===== config.mk =====
export PLATFORM = sky130hd
export DESIGN_NAME = fifo_wr_arbiter
export DESIGN_NICKNAME = d
export VERILOG_FILES = /design/src/rtl/fifo_wr_arbiter.sv
export SDC_FILE = /design/constraint.sdc
export NUM_CORES = 1
export LEC_CHECK = 0
export CAP_MARGIN = 5
export CELL_PAD_IN_SITES_DETAIL_PLACEMENT = 0
export CELL_PAD_IN_SITES_GLOBAL_PLACEMENT = 2
export CORE_ASPECT_RATIO = 0.9
export CORE_MARGIN = 2
export CORE_UTILIZATION = 12
export CTS_CLUSTER_DIAMETER = 30
export DETAILED_ROUTE_END_ITERATION = 7
export GPL_ROUTABILITY_DRIVEN = 0
export PLACE_DENSITY = 0.76
export SLEW_MARGIN = 20
export SYNTH_ARGS = -nofsm -noshare
export SYNTH_HDL_FRONTEND = slang
export SYNTH_SLANG_ARGS = --single-unit

===== constraint.sdc =====
create_clock -name wr_clk -period 2.1 [get_ports wr_clk]
set_clock_uncertainty 0.05 [all_clocks]
set_input_delay 0.42 -clock wr_clk [delete_from_list [all_inputs] [get_ports wr_clk]]
set_output_delay 0.42 -clock wr_clk [all_outputs]
set_load 0.005 [all_outputs]

===== src/rtl/fifo_wr_arbiter.sv =====
// Round-robin arbiter sharing one FIFO write port among NREQ producers.
// A grant is held for a whole packet or MAX_BURST beats, whichever ends first.
module fifo_wr_arbiter #(
    parameter int BITS      = 32,
    parameter int NREQ      = 4,
    parameter int MAX_BURST = 8
) (
    input  logic                           wr_clk,
    input  logic                           wr_rst_n,
    input  logic [NREQ-1:0]                req_valid,
    input  logic [NREQ-1:0]                req_last,
    input  logic [NREQ*BITS-1:0]           req_data,
    output logic [NREQ-1:0]                req_ready,
    output logic                           fifo_wr_en,
    output logic [BITS-1:0]                fifo_wr_data,
    input  logic                           fifo_wr_full,
    output logic                           grant_valid,
    output logic [$clog2(NREQ)-1:0]        grant_id,
    output logic [$clog2(MAX_BURST+1)-1:0] beat_cnt
);

    localparam int IDW = $clog2(NREQ);
    localparam int CW  = $clog2(MAX_BURST + 1);

    typedef enum logic {
        IDLE,
        GRANT
    } state_t;

    state_t         state;
    logic [IDW-1:0] rr_ptr;
    logic [IDW-1:0] pick_id;
    logic           pick_found;
    logic           accept;
    logic           release_now;
    logic [IDW-1:0] next_ptr;

    // Search starting at rr_ptr so the most recently served requester goes last.
    always_comb begin
        logic [IDW-1:0] idx;
        idx        = '0;
        pick_found = 1'b0;
        pick_id    = '0;
        for (int k = 0; k < NREQ; k++) begin
            idx = IDW'((int'(rr_ptr) + k) % NREQ);
            if (!pick_found && req_valid[idx]) begin
                pick_found = 1'b1;
                pick_id    = idx;
            end
        end
    end

    assign grant_valid  = (state == GRANT);
    assign accept       = grant_valid && req_valid[grant_id] && !fifo_wr_full;
    assign req_ready    = (grant_valid && !fifo_wr_full) ? (NREQ'(1) << grant_id) : '0;
    assign fifo_wr_en   = accept;
    assign fifo_wr_data = req_data[int'(grant_id)*BITS +: BITS];
    assign release_now  = accept && (req_last[grant_id] || (beat_cnt == CW'(MAX_BURST - 1)));
    assign next_ptr     = (grant_id == IDW'(NREQ - 1)) ? '0 : grant_id + IDW'(1);

    always_ff @(posedge wr_clk or negedge wr_rst_n) begin
        if (!wr_rst_n) begin
            state    <= IDLE;
            rr_ptr   <= '0;
            grant_id <= '0;
            beat_cnt <= '0;
        end else begin
            case (state)
                IDLE: begin
                    beat_cnt <= '0;
                    if (pick_found) begin
                        grant_id <= pick_id;
                        state    <= GRANT;
                    end
                end
                GRANT: begin
                    if (release_now) begin
                        state    <= IDLE;
                        rr_ptr   <= next_ptr;
                        beat_cnt <= '0;
                    end else if (accept) begin
                        beat_cnt <= beat_cnt + CW'(1);
                    end
                end
                default: state <= IDLE;
            endcase
        end
    end

endmodule


==> metrics, run 1 <==
outcome finished, violations left; failing checks negative setup slack; Final Hold Vio Count 0; Area Growth Syn to Fin 163%; hpwl dp 6050 um; Final setup viols 3; smallest setup slack after layout -0.0778 ns; first-pass GRT wire length 11,700 um; slowest stage delay, CP 0.48 ns; Pleak 0.00148 uW; delay-heaviest family, CP simple AND/OR/NAND/NOR gates; Routed WL 7520 um; Yosys top cell area share 0.542; DRT antenna net count 0; cts-stage hold buffer count 0; PnR Total Power 3610 uW; gate count after technology mapping 108; Unique masters post-synth 28; Clk pin slew, worst setup/hold paths 0.04 ns; yosys warns 0; Post-DP Area 3560 um2; Seq/Total Area, Yosys 0.159; std cell rows 37; drt pass-1 iters 4; metal2 WL 3760 um; Yosys reg bits 9; fin area 3720 um2; Pins Over Slew Limit 0; vias after detailed routing 1,932; WL met3 738 um; Antenna Cells 0; most common cell after layout, fill and taps aside clkdlybuf4s50_1; fill count 1,220; per-cell routed wire length 15.9 um; Worst EP arrival 2.28 ns; CP Buf/Inv Count 3; Cell Chain, Critical Path buf_6, buf_12, buf_8, mux4_2, o21bai_4, or4_1, a21boi_1; Die Y 107 um; number of enable flip-flop cells after synthesis 0; # IOs 183; met1 wire length 2980 um; Power Density 970 nW/um2; Max Fclk 0.459 GHz; worst hold path class input pin to async pin; Longest Clk Path Bufs 2; Critical Path Fanout Max 3; Core ar. 11,500 um2; Clock H-tree levels 1; Startpoint Class register; drt initial violations 50; WS Path Type register to register; TNS Setup -0.134 ns; ranking of synthesized cells by area mux4_2, dfrtp_1, mux2_2, ha_1, and2_1; top_reg_cell synth dfrtp_1; initial core utilization 0.123; Final Critical Period 2.18 ns; CP required 2.20 ns; total CTS buffers 3; DRC errors left 0; CTS tree done; most frequent cells in the layout clkdlybuf4s50_1, mux4_2, buf_2; GRT Overall Usage 0.115; VDD IR max 0.000457 V; largest net degree at the start of global routing 19; MaxCap Viol Count 0; highest metal used met4; Worst slew margin 0.709; initial antenna violation count 0; die width 118 um; Die Area 12,700 um2; Synthesized Nets 252; Synth async-reset ratio 1.00; Clock Sinks 9; number of global-route vias before repair 2,092; slowest cell on the critical path or4_1; worst slew pin tran 0.435 ns; synthesized area 1410 um2; root cell of the clock tree clkbuf_16; Via density 4.08; RSZ-0062 raised after global routing true; CP endpoint kind register; share of cells above drive strength 1 0.374; nets 463; Port-buffer cells 182; largest area contributor in the netlist mux4_2; Avg Inst Size Synth 13.1 um2; GRT overflow 0; Clock Latency Late Sink 0.23 ns; Period Utilization, post-route 1.04
## worst register-to-register path, cell delays in order, from the launching register on
cell	delay, ns
dfrtp_2	0.43
buf_6	0.13
buf_12	0.12
buf_8	0.11
mux4_2	0.44
o21bai_4	0.19
or4_1	0.48
a21boi_1	0.16
## sequential cells by signal, summed over array words and instances, names as in the netlist
name	flops
rr_ptr	2
grant_id	2
grant_valid	1
beat_cnt	4
## logic make-up after synthesis
family | after synthesis | synth area share
and+or+nand+nor | 23 | 0.0832
adders and majority gates | 5 | 0.0442
buffers and inverters | 14 | 0.0416
muxes | 40 | 0.589
xor gates and xnor gates | 2 | 0.0124
AOI/OAI and AO/OA | 15 | 0.0699
DFF | 9 | 0.159
## through the flow
stage	utilization	std cells	setup slack, ns	hold slack, ns
after floorplan	-	108	0.0535	0.0744
after global placement	0.310	452	-0.352	0.489
after detailed placement	0.310	452	-0.356	0.495
after CTS	0.329	474	-0.144	0.459
after global routing	0.324	474	-0.139	0.489
final	0.324	474	-0.0778	0.451
## worst paths after layout
kind | slack [ns] | depth (start not counted) | startpoint | to
max in group asynchronous | 1.22 | 1 | wr_rst_n | grant_id[0]
hold / removal | 0.45 | 1 | wr_rst_n | beat_cnt[3]
setup reg to reg | -0.08 | 7 | grant_id[0] | beat_cnt[3]
setup / recovery | -0.08 | 7 | grant_id[0] | beat_cnt[3]
min in group wr_clk | 0.51 | 1 | rr_ptr[0] | rr_ptr[0]
hold reg to reg | 0.51 | 1 | rr_ptr[0] | rr_ptr[0]
## routing by layer
layer,vias up,track usage
met4,0,0.0170
met5,-,0
met3,4,0.0351
met2,105,0.204
met1,948,0.140
li1,875,-
## cell usage after synthesis (2+ instances only)
master,number
mux4_2,34
dfrtp_1,9
mux2_2,6
nor2_1,6
and2_1,5
buf_2,5
ha_1,5
inv_1,5
nand2_1,5
o21ai_0,4
clkbuf_1,3
a21oi_1,2
nor2b_1,2
o22ai_1,2
xnor2_1,2
## repair_timing
action                     4_1_cts  5_1_grt
hold endpoints to repair         0        0
buffers inserted                16        3
pin swaps                        3        2
setup endpoints to repair       38       41
cloned                           2        0
gates resized for setup        143       14
## final cells by class
cell class	instances	area, um2	share of cell area
timing repair buffer	215	2040	0.548
multi-input combinational	85	1160	0.313
sequential	9	228	0.0612
tap	156	195	0.0524
clock buffer	4	78.8	0.0212
inverter	5	18.8	0.00504
## report_power, final
group | switching, uW | leakage (uW) | internal, uW | total, uW
sequential | 95.5 | 0.000110 | 251 | 346
clock | 78.1 | 0.0000382 | 253 | 331
combinational | 1030 | 0.00134 | 1900 | 2930
total | 1200 | 0.00148 | 2410 | 3610
(Power assumes the default switching activity.)
==> run 2: changes to the inputs <==
- SKIP_CTS_REPAIR_TIMING: not set -> 1
==> run 2 against run 1 <==
The run still ends with negative setup slack left. Die area did not move. Clock power barely moved. Via count decreased by 0.47%. Maximum frequency hardly changed. Sequential share of layout area shrank 0.13 points. Non-clock buffer count is 4 higher. Wire length shrank 1.7%.
==> metrics, run 2 (synthesis gave the netlist of run 1 again) <==
initial core utilization 0.123; Die Area 12,700 um2; Routed WL 7390 um; Antenna Cells 0; WS Path Type register to output pin; # IOs 183; CP endpoint kind output pin; Top Registers beat_cnt x4, grant_id x2, rr_ptr x2; Port-buffer cells 182; Max Fclk 0.459 GHz; Clock H-tree levels 1; per-cell routed wire length 15.5 um; Critical Path Fanout Max 7; drt initial violations 56; most common cell after layout, fill and taps aside clkdlybuf4s50_1; worst slew pin tran 0.434 ns; Die Y 107 um; Final setup viols 10; GRT Overall Usage 0.108; Area Growth Syn to Fin 169%; DRT antenna net count 0; Core ar. 11,500 um2; CTS tree done; metal2 WL 3690 um; Pins Over Slew Limit 0; DRC errors left 0; worst hold path class input pin to async pin; Longest Clk Path Bufs 2; share of cells above drive strength 1 0.339; VDD IR max 0.000401 V; met1 wire length 2980 um; Final Critical Period 2.18 ns; outcome finished, violations left; drt pass-1 iters 4; MaxCap Viol Count 0; Final Hold Vio Count 0; highest metal used met4; nets 467; pre-CTS WS -0.356 ns; Power Density 950 nW/um2; smallest setup slack after layout -0.0779 ns; Clk pin slew, worst setup/hold paths 0.04 ns; die width 118 um; Startpoint Class register; Largest Register beat_cnt; TNS Setup -0.606 ns; Clock Sinks 9; Largest register FFs 4; Clock Latency Late Sink 0.23 ns; PnR Total Power 3620 uW; root cell of the clock tree clkbuf_16; first-pass GRT wire length 11,000 um; RSZ-0062 raised after global routing true; most frequent cells in the layout clkdlybuf4s50_1, mux4_2, clkbuf_2, buf_4, dlymetal6s2s_1; total CTS buffers 3; initial antenna violation count 0; Pleak 0.00163 uW; WL met3 692 um; Period Utilization, post-route 1.04; failing checks negative setup slack; hpwl dp 6050 um; vias after detailed routing 1,923; largest net degree at the start of global routing 20; CP required 1.63 ns; std cell rows 37; number of global-route vias before repair 2,033; Worst slew margin 0.710; GRT overflow 0; Via density 4.02; Worst EP arrival 1.71 ns
-- run 2: changes by cell type in the layout (fill, tap and decap cells not counted), moves of 3 or more --
cell | previous run | this run
buf_12 | 8 | 5
buf_2 | 28 | 0
buf_4 | 20 | 23
clkbuf_2 | 6 | 23
dlymetal6s2s_1 | 0 | 15
-- run 2: through the flow --
step                      instance area [um2]  utilization  hold WS, ns  cells
after detailed placement                 3560        0.310        0.495    452
after global placement                   3560        0.310        0.489    452
after global routing                     3800        0.331        0.489    478
after floorplan                          1410            -       0.0744    108
after CTS                                3630        0.317        0.459    456
final                                    3800        0.331        0.451    478
-- run 2: cell type report --
type	count	area [um2]
clock buffer	4	78.8
fill	1210	7680
inverter	5	18.8
multi-input combinational	85	1150
sequential	9	228
tap	156	195
timing repair buffer	219	2140
-- run 2: worst paths after layout --
kind / startpoint / endpoint / slack, ns / depth (start not counted)
worst max-delay path: grant_id[0] / fifo_wr_data[15] / -0.08 / 6
worst min-delay path: wr_rst_n / beat_cnt[3] / 0.45 / 1
worst max register to register: grant_id[0] / beat_cnt[3] / -0.01 / 7
worst min register to register: rr_ptr[0] / rr_ptr[0] / 0.51 / 1
max in group asynchronous: wr_rst_n / grant_id[0] / 1.22 / 1
min in group wr_clk: rr_ptr[0] / rr_ptr[0] / 0.51 / 1
-- run 2: critical path: stages (launching register included) --
cell      delay, ns
dfrtp_2        0.41
buf_4          0.15
buf_12         0.12
buf_6          0.13
buf_4          0.13
mux4_2         0.42
clkbuf_2       0.13
-- run 2: per-layer routing --
metal / up-vias / track usage
met1: 933 / 0.130
met3: 2 / 0.0324
met5: - / 0
met2: 107 / 0.193
li1: 881 / -
met4: 0 / 0.0170
-- run 2: power breakdown --
part           internal (uW)  switching (uW)  total (uW)
Clock                    253            74.8         328
Sequential               251            88.3         339
Combinational           1930            1020        2950
==> run 3: changes to the inputs <==
- CORE_MARGIN: 2 -> 4
- GPL_ROUTABILITY_DRIVEN: 0 -> not set
==> run 3 against run 2 <==
Clock-buffer cell count unchanged. Critical path type unchanged. Largest cell class unchanged. Utilization up 0.20 points. Worst hold slack worse by 0.025 ns. Total power rose by 1.1%. Combinational power hardly changed. Sequential power grew 3%. Critical path depth is 1 lower. The flow still finishes with violations (negative setup slack). Via count is 0.36% lower.
==> metrics, run 3 (synthesis gave the netlist of run 1 again) <==
Max Fclk 0.464 GHz; initial core utilization 0.123; CP required 1.63 ns; met1 Use GR 0.113; Clock Latency Late Sink 0.23 ns; Antenna Cells 0; most frequent cells in the layout clkdlybuf4s50_1, mux4_2, clkbuf_2; std cell rows 37; Power Density 955 nW/um2; Clk pin slew, worst setup/hold paths 0.04 ns; nets 464; most common cell after layout, fill and taps aside clkdlybuf4s50_1; MaxCap Viol Count 0; Final setup viols 6; Pleak 0.00164 uW; Startpoint Class register; first-pass GRT wire length 10,900 um; r2r setup slk -0.01 ns; Clock Sinks 9; Routed WL 7920 um; Die Area 13,600 um2; Final Critical Period 2.16 ns; TNS Setup -0.120 ns; Period Utilization, post-route 1.03; hpwl dp 6580 um; vias after detailed routing 1,916; total CTS buffers 3; largest net degree at the start of global routing 22; RSZ-0062 raised after global routing true; Clock H-tree levels 1; GRT overflow 0; Core ar. 11,500 um2; outcome finished, violations left; worst hold path class input pin to async pin; GRT Overall Usage 0.101; CTS tree done; Layout Cells excl Fill 475; number of global-route vias before repair 2,000; Via density 4.03; share of cells above drive strength 1 0.329; Worst slew margin 0.741; gr busiest metal met2; smallest setup slack after layout -0.0551 ns; Area Growth Syn to Fin 171%; worst slew pin tran 0.387 ns; initial antenna violation count 0; Longest Clk Path Bufs 2; drt initial violations 72; Post-DP Area 3560 um2; die width 122 um; Critical Path Fanout Max 10; fin area 3830 um2; Largest register FFs 4; met3 Usage GRT 0.0214; drt pass-1 iters 4; PnR Total Power 3650 uW; Final Hold Vio Count 0; root cell of the clock tree clkbuf_16; Inst Count DP 453; Placer Congestion 0.697; VDD IR max 0.000456 V; Top Registers beat_cnt x4, grant_id x2, rr_ptr x2; per-cell routed wire length 16.7 um; # IOs 183; DRC errors left 0; Largest Register beat_cnt; Port-buffer cells 182; Worst EP arrival 1.69 ns; DRT antenna net count 0; GRT met2 Usage 0.193; Die Y 111 um; Pins Over Slew Limit 0; WS Path Type register to output pin; CP endpoint kind output pin; failing checks negative setup slack
[run 3: worst max-delay path, cell delays in order, from the launching register on]
cell and delay [ns]:
dfrtp_2 0.43, buf_4 0.15, clkbuf_16 0.16, buf_4 0.14, mux4_2 0.40, dlymetal6s2s_1 0.16
[run 3: layer usage]
metal  vias up  wire (um)
met5         -          0
met4         0         55
met1       926       3030
met3         5        754
met2       112       4080
li1        873          -
[run 3: through the flow]
stage                     worst slack (ns)  hold slack, ns   util
final                              -0.0551           0.427  0.333
after floorplan                     0.0535          0.0744      -
after CTS                           -0.376           0.441  0.317
after detailed placement            -0.372           0.507  0.310
after global routing                -0.128           0.480  0.333
after global placement              -0.350           0.482  0.310
[run 3: area by class of cell]
| type | count | area [um2] |
|---|---|---|
| fillers | 1201 | 7650 |
| repair buffers | 216 | 2150 |
| multi-input cells | 85 | 1160 |
| flip-flops and latches | 9 | 228 |
| well taps | 156 | 195 |
| clock buffers | 4 | 78.8 |
| inverters | 5 | 18.8 |
[run 3: worst paths after layout]
| kind | start | end | cells past startpoint |
|---|---|---|---|
| max in group asynchronous | wr_rst_n | grant_id[1] | 1 |
| setup / recovery | grant_id[0] | fifo_wr_data[0] | 5 |
| hold / removal | wr_rst_n | beat_cnt[1] | 1 |
| setup reg to reg | grant_id[0] | beat_cnt[3] | 7 |
| min in group wr_clk | rr_ptr[0] | rr_ptr[0] | 1 |
| hold reg to reg | rr_ptr[0] | rr_ptr[0] | 1 |
[run 3: report_power, final]
group / leakage, uW / total [uW] / switching, uW / internal [uW]
Sequential: 0.000110 / 350 / 99.7 / 251
Clock: 0.0000382 / 334 / 80.2 / 253
Combinational: 0.00150 / 2970 / 1010 / 1960
